## src/rtl/regfile_write_queue_if.sv

```systemverilog
// Bundle between the writeback stage, the write queue and the operand readers.
// A request transfers on a rising edge where InValid && InReady; InReady depends only on occupancy.
interface regfile_write_queue_if #(
    parameter int AW = 2
);
    logic          InValid;
    logic          InReady;
    logic [4:0]    InRegister;
    logic [31:0]   InData;
    logic          DrainEn;
    logic          RegWrite;
    logic [4:0]    WriteRegister;
    logic [31:0]   WriteData;
    logic [4:0]    ReadRegister1;
    logic [4:0]    ReadRegister2;
    logic          FwdHit1;
    logic [31:0]   FwdData1;
    logic          FwdHit2;
    logic [31:0]   FwdData2;
    logic [AW:0]   Count;

    modport master (
        output InValid, InRegister, InData, DrainEn, ReadRegister1, ReadRegister2,
        input  InReady, RegWrite, WriteRegister, WriteData,
        input  FwdHit1, FwdData1, FwdHit2, FwdData2, Count
    );

    modport slave (
        input  InValid, InRegister, InData, DrainEn, ReadRegister1, ReadRegister2,
        output InReady, RegWrite, WriteRegister, WriteData,
        output FwdHit1, FwdData1, FwdHit2, FwdData2, Count
    );
endinterface

```

## src/rtl/regfile_write_queue.sv

```systemverilog
// FIFO of pending register-file writes, drained one per cycle into the regfile write port,
// with combinational forwarding of the youngest pending value to two read ports.
module regfile_write_queue #(
    parameter int DEPTH = 4,
    parameter int AW    = 2
) (
    input  logic                   Clk,
    input  logic                   Reset_n,
    regfile_write_queue_if.slave   bus
);
    logic [4:0]    r_entry_reg  [DEPTH];
    logic [31:0]   r_entry_data [DEPTH];
    logic [AW-1:0] r_head;
    logic [AW-1:0] r_tail;
    logic [AW:0]   r_count;
    logic          r_reg_write;
    logic [4:0]    r_write_register;
    logic [31:0]   r_write_data;

    logic          w_in_ready;
    logic          w_push;
    logic          w_pop;
    logic [4:0]    w_raddr [2];

    assign w_in_ready = (r_count != (AW+1)'(DEPTH));
    // R0 requests complete the handshake but are never stored
    assign w_push     = bus.InValid && w_in_ready && (bus.InRegister != 5'd0);
    assign w_pop      = bus.DrainEn && (r_count != '0);

    always_ff @(posedge Clk or negedge Reset_n) begin
        if (!Reset_n) begin
            r_head           <= '0;
            r_tail           <= '0;
            r_count          <= '0;
            r_reg_write      <= 1'b0;
            r_write_register <= '0;
            r_write_data     <= '0;
            for (int i = 0; i < DEPTH; i++) begin
                r_entry_reg[i]  <= '0;
                r_entry_data[i] <= '0;
            end
        end else begin
            if (w_push) begin
                r_entry_reg[r_tail]  <= bus.InRegister;
                r_entry_data[r_tail] <= bus.InData;
                r_tail               <= r_tail + AW'(1);
            end
            if (w_pop) begin
                r_head           <= r_head + AW'(1);
                r_reg_write      <= 1'b1;
                r_write_register <= r_entry_reg[r_head];
                r_write_data     <= r_entry_data[r_head];
            end else begin
                r_reg_write      <= 1'b0;
            end
            case ({w_push, w_pop})
                2'b10:   r_count <= r_count + (AW+1)'(1);
                2'b01:   r_count <= r_count - (AW+1)'(1);
                default: r_count <= r_count;
            endcase
        end
    end

    assign w_raddr[0] = bus.ReadRegister1;
    assign w_raddr[1] = bus.ReadRegister2;

    for (genvar p = 0; p < 2; p++) begin : g_fwd
        logic          w_hit;
        logic [31:0]   w_fdata;
        logic [AW-1:0] w_idx;

        // Scan oldest to newest so the youngest match is the one left standing
        always_comb begin
            w_hit   = 1'b0;
            w_fdata = '0;
            w_idx   = '0;
            if (w_raddr[p] != 5'd0) begin
                if (r_reg_write && (r_write_register == w_raddr[p])) begin
                    w_hit   = 1'b1;
                    w_fdata = r_write_data;
                end
                for (int i = 0; i < DEPTH; i++) begin
                    w_idx = r_head + AW'(i);
                    if (((AW+1)'(i) < r_count) && (r_entry_reg[w_idx] == w_raddr[p])) begin
                        w_hit   = 1'b1;
                        w_fdata = r_entry_data[w_idx];
                    end
                end
            end
        end
    end

    assign bus.InReady       = w_in_ready;
    assign bus.RegWrite      = r_reg_write;
    assign bus.WriteRegister = r_write_register;
    assign bus.WriteData     = r_write_data;
    assign bus.Count         = r_count;
    assign bus.FwdHit1       = g_fwd[0].w_hit;
    assign bus.FwdData1      = g_fwd[0].w_fdata;
    assign bus.FwdHit2       = g_fwd[1].w_hit;
    assign bus.FwdData2      = g_fwd[1].w_fdata;
endmodule

```

## src/flat_wrapper.sv

```systemverilog
// flat-port wrapper written by rule: the top's interface ports become plain ports
module regfile_write_queue_flat 
#(
    parameter int DEPTH = 4,
    parameter int AW    = 2
)
  (Clk, Reset_n, bus_InValid, bus_InRegister, bus_InData, bus_DrainEn, bus_ReadRegister1, bus_ReadRegister2, bus_InReady, bus_RegWrite, bus_WriteRegister, bus_WriteData, bus_FwdHit1, bus_FwdData1, bus_FwdHit2, bus_FwdData2, bus_Count);
  regfile_write_queue_if #(.AW(AW)) bus_i ();
  input  logic Clk;
  input  logic Reset_n;
  input wire logic [$bits(bus_i.InValid)-1:0] bus_InValid;
  input wire logic [$bits(bus_i.InRegister)-1:0] bus_InRegister;
  input wire logic [$bits(bus_i.InData)-1:0] bus_InData;
  input wire logic [$bits(bus_i.DrainEn)-1:0] bus_DrainEn;
  input wire logic [$bits(bus_i.ReadRegister1)-1:0] bus_ReadRegister1;
  input wire logic [$bits(bus_i.ReadRegister2)-1:0] bus_ReadRegister2;
  output wire logic [$bits(bus_i.InReady)-1:0] bus_InReady;
  output wire logic [$bits(bus_i.RegWrite)-1:0] bus_RegWrite;
  output wire logic [$bits(bus_i.WriteRegister)-1:0] bus_WriteRegister;
  output wire logic [$bits(bus_i.WriteData)-1:0] bus_WriteData;
  output wire logic [$bits(bus_i.FwdHit1)-1:0] bus_FwdHit1;
  output wire logic [$bits(bus_i.FwdData1)-1:0] bus_FwdData1;
  output wire logic [$bits(bus_i.FwdHit2)-1:0] bus_FwdHit2;
  output wire logic [$bits(bus_i.FwdData2)-1:0] bus_FwdData2;
  output wire logic [$bits(bus_i.Count)-1:0] bus_Count;
  assign bus_i.InValid = bus_InValid;
  assign bus_i.InRegister = bus_InRegister;
  assign bus_i.InData = bus_InData;
  assign bus_i.DrainEn = bus_DrainEn;
  assign bus_i.ReadRegister1 = bus_ReadRegister1;
  assign bus_i.ReadRegister2 = bus_ReadRegister2;
  assign bus_InReady = bus_i.InReady;
  assign bus_RegWrite = bus_i.RegWrite;
  assign bus_WriteRegister = bus_i.WriteRegister;
  assign bus_WriteData = bus_i.WriteData;
  assign bus_FwdHit1 = bus_i.FwdHit1;
  assign bus_FwdData1 = bus_i.FwdData1;
  assign bus_FwdHit2 = bus_i.FwdHit2;
  assign bus_FwdData2 = bus_i.FwdData2;
  assign bus_Count = bus_i.Count;
  regfile_write_queue #(.DEPTH(DEPTH), .AW(AW)) u_core (.Clk(Clk), .Reset_n(Reset_n), .bus(bus_i));
endmodule
```

## config.mk

```make
export PLATFORM = sky130hd
export DESIGN_NAME = regfile_write_queue_flat
export DESIGN_NICKNAME = d
export VERILOG_FILES = /design/src/rtl/regfile_write_queue_if.sv /design/src/rtl/regfile_write_queue.sv /design/src/flat_wrapper.sv
export SDC_FILE = /design/constraint.sdc
export NUM_CORES = 1
export LEC_CHECK = 0
export BUFFER_PORTS_ARGS = -buffer_cell sky130_fd_sc_hd__buf_2
export CORE_ASPECT_RATIO = 0.5
export CORE_MARGIN = 3
export CORE_UTILIZATION = 45
export DETAILED_ROUTE_END_ITERATION = 7
export HOLD_SLACK_MARGIN = 0.03
export SETUP_SLACK_MARGIN = 0.4
export SLEW_MARGIN = 20
export SYNTH_ARGS = -nofsm -noshare
export SYNTH_HDL_FRONTEND = slang
export SYNTH_SLANG_ARGS = --single-unit
export TNS_END_PERCENT = 100
```

## constraint.sdc

```tcl
create_clock -name Clk -period 4.05 [get_ports Clk]
set_input_delay 0.81 -clock Clk [delete_from_list [all_inputs] [get_ports Clk]]
set_output_delay 0.81 -clock Clk [all_outputs]
set_load 0.1 [all_outputs]
```

==> impl_metrics.tcl <==
set metrics [dict create \
    grt_overflow 0 \
    synth_cell_types 52 \
    grt_max_degree 104 \
    crit_type "reg -> out" \
    cts_tree "built" \
    cts-hold-fix-buffers 0 \
    antenna_found_initial 2 \
    required_ns 3.24 \
    netlist.area_leader.share 0.329 \
    ys.flop_type "dfrtp_1" \
    grt_pass1_vias 13158 \
    firstDrtPassIters 7 \
    cts.sinks 193 \
    finClkSkew_ns 0.00907 \
    cp-start-kind "register" \
    antenna_left 0 \
    layout-drive-gt1-share 0.462 \
    cts.path.max_buffers 2 \
    cap_violations 0 \
    grt_usage 0.285 \
    synth_nets 1380 \
    io_buffers 158 \
    n_fill_cell 2496 \
    io_pins 159 \
    coreArea_sq_mm 0.0319 \
    setup_violations 66 \
    synthesis.area_sq_mm 0.0147 \
    yosys_warnings 0 \
    route.vias.total 12861 \
    synth_seq_area_share 0.329 \
    grt_pass1_wl_mm 76.9 \
    die-area_sq_mm 0.0349 \
    area_growth_pct 31.2 \
    final_nets 1529 \
    finalHoldViolCount 0 \
    violations "setup timing" \
    fin_crit_sh 1.05 \
    hold_class "in -> async" \
    cp-end-kind "primary output" \
    reg2regPathDepth 8 \
    dpl.hpwl_mm 32.4 \
    drc 0 \
    die_width_um 261 \
    htreeDepth 4 \
    fin_util 0.604 \
    worst_skew_pair.late_latency_ns 0.46 \
    r2r_start "u_core.bus.Count[0]" \
    syn_inst 1320 \
    drt-initial-drc-count 1263 \
    viasPerCell 6.71 \
    chipHeight_um 134 \
    start_util 0.460 \
    post-route-min-period_ns 4.23 \
    cts_buffers 17 \
    finalWeightedCongestion 0.909 \
    synth_edf_count 0 \
    largest_reg_flops 128 \
    reg2reg_to "u_core.r_entry_data[7]" \
    wl_mm 51.1 \
    slew_headroom 0.365 \
    synth_most_common_cell "dfrtp_1" \
    num_rows 46 \
    ys_seq_elements 193 \
    netlist_top_cells_count "193 x dfrtp_1, 150 x mux2_2, 126 x nand2_1" \
    worstPathMaxFanout 8 \
    synth-async-reset-ratio 1.00 \
    cp_data_arrival_time_ns 3.42 \
    synth.avg_cell_area_sq_um 11.1 \
    worst_slew_pin_slew_ns 0.952 \
    rsz0062_at_grt "true" \
    wl_per_cell_um 26.7 \
    worst-r2r-setup-slack_ns 1.15 \
    layout_setup_ws_ns -0.184 \
    synth.top_cells.by_area "dfrtp_1 33%, mux4_2 13%, mux2_2 12%, a221o_1 4.4%, a211oi_1 4.2%" \
    cts.clk_slew.worst_paths_ns 0.07 \
    drv_slew 0 \
    synth_top_cell_by_area "dfrtp_1" \
    fmax_mhz 236 \
    root_buffer "clkbuf_16" \
    status "complete, but fails checks" \
]
-- area by class of cell --
| type | count | area [sq um] | area share |
|---|---|---|---|
| antenna | 3 | 7.51 | 0.000390 |
| clock buffer | 22 | 474 | 0.0246 |
| clock inverter | 10 | 109 | 0.00565 |
| inverter | 8 | 30.0 | 0.00156 |
| multi-input combinational | 979 | 10100 | 0.522 |
| sequential | 193 | 4840 | 0.251 |
| tap | 432 | 541 | 0.0281 |
| timing repair buffer | 270 | 3200 | 0.166 |
-- worst max-delay path, cell delays in order (launching register included) --
cell and delay [ns]:
dfrtp_4 0.52, buf_12 0.15, buf_6 0.11, mux4_2 0.48
buf_6 0.16, xor2_4 0.16, nor4_4 0.06, buf_4 0.15
a21oi_4 0.25, buf_6 0.15, buf_12 0.16, a221oi_4 0.09
o31ai_4 0.30, buf_12 0.22
-- kinds of logic (layout without fill, tap and decap cells) --
kind of cell / count (synthesis) / count (layout) / share of synthesized area
xor gates and xnor gates: 56 / 56 / 0.0345
adders and majority gates: 9 / 9 / 0.00767
DFF: 193 / 193 / 0.329
and+or+nand+nor: 330 / 330 / 0.120
muxes: 272 / 272 / 0.276
buffers and inverters: 148 / 310 / 0.0528
other: 0 / 3 / 0
AOI/OAI and AO/OA: 312 / 312 / 0.180
-- worst max-delay path by stage --
stage | start | endpoint | slack (ns) | depth (start not counted)
global placement | u_core.r_head[0] | bus_FwdData2[30] | 0.19 | 8
CTS | u_core.r_head[0] | bus_FwdData1[31] | -0.15 | 9
detailed placement | u_core.r_head[0] | bus_FwdData2[30] | 0.12 | 8
global route | u_core.r_head[0] | bus_FwdData1[31] | -0.27 | 9
finish | u_core.r_head[0] | bus_FwdData2[29] | -0.18 | 13
floorplan | u_core.r_head[0] | bus_FwdData2[10] | 0.20 | 10
-- placed cells by master (no fill, tap or decap), types with 33 or more instances in the layout --
cell and instances:
dfrtp_1 188, mux2_2 150, nand2_1 121, buf_2 91
buf_12 89, mux4_2 88, nor2b_1 87, a211oi_1 83
a21oi_1 59, buf_4 57, nor3_1 41, mux2i_1 33
-- metrics by stage --
step	cells	setup WS, ns	TNS (ns)	hold slack [ns]	area (sq um)
after floorplan	1320	0.197	0	0.513	15200
after global placement	1828	0.187	0	0.516	17400
after detailed placement	1828	0.118	0	0.522	17400
after CTS	1889	-0.146	-5.75	0.515	18500
after global routing	1916	-0.272	-13.85	0.547	19300
final	1917	-0.184	-8.47	0.468	19300
-- per-layer routing --
layer	vias up	GRT usage	share of wire
li1	5460	-	-
met1	6577	0.389	0.41
met4	0	0.0968	0.025
met5	-	0	0
met3	120	0.0627	0.094
met2	704	0.452	0.47
-- timing repair --
| action | 4_1_cts | 5_1_grt |
|---|---|---|
| setup buffers | 25 | 20 |
| pin swaps | 27 | 46 |
| resized for setup | 43 | 58 |
| setup endpoints to repair | 66 | 66 |
| gates cloned | 4 | 5 |
Power is not shown: default switching activity piles up to over one toggle a cycle in this logic, so the estimate is an artifact.
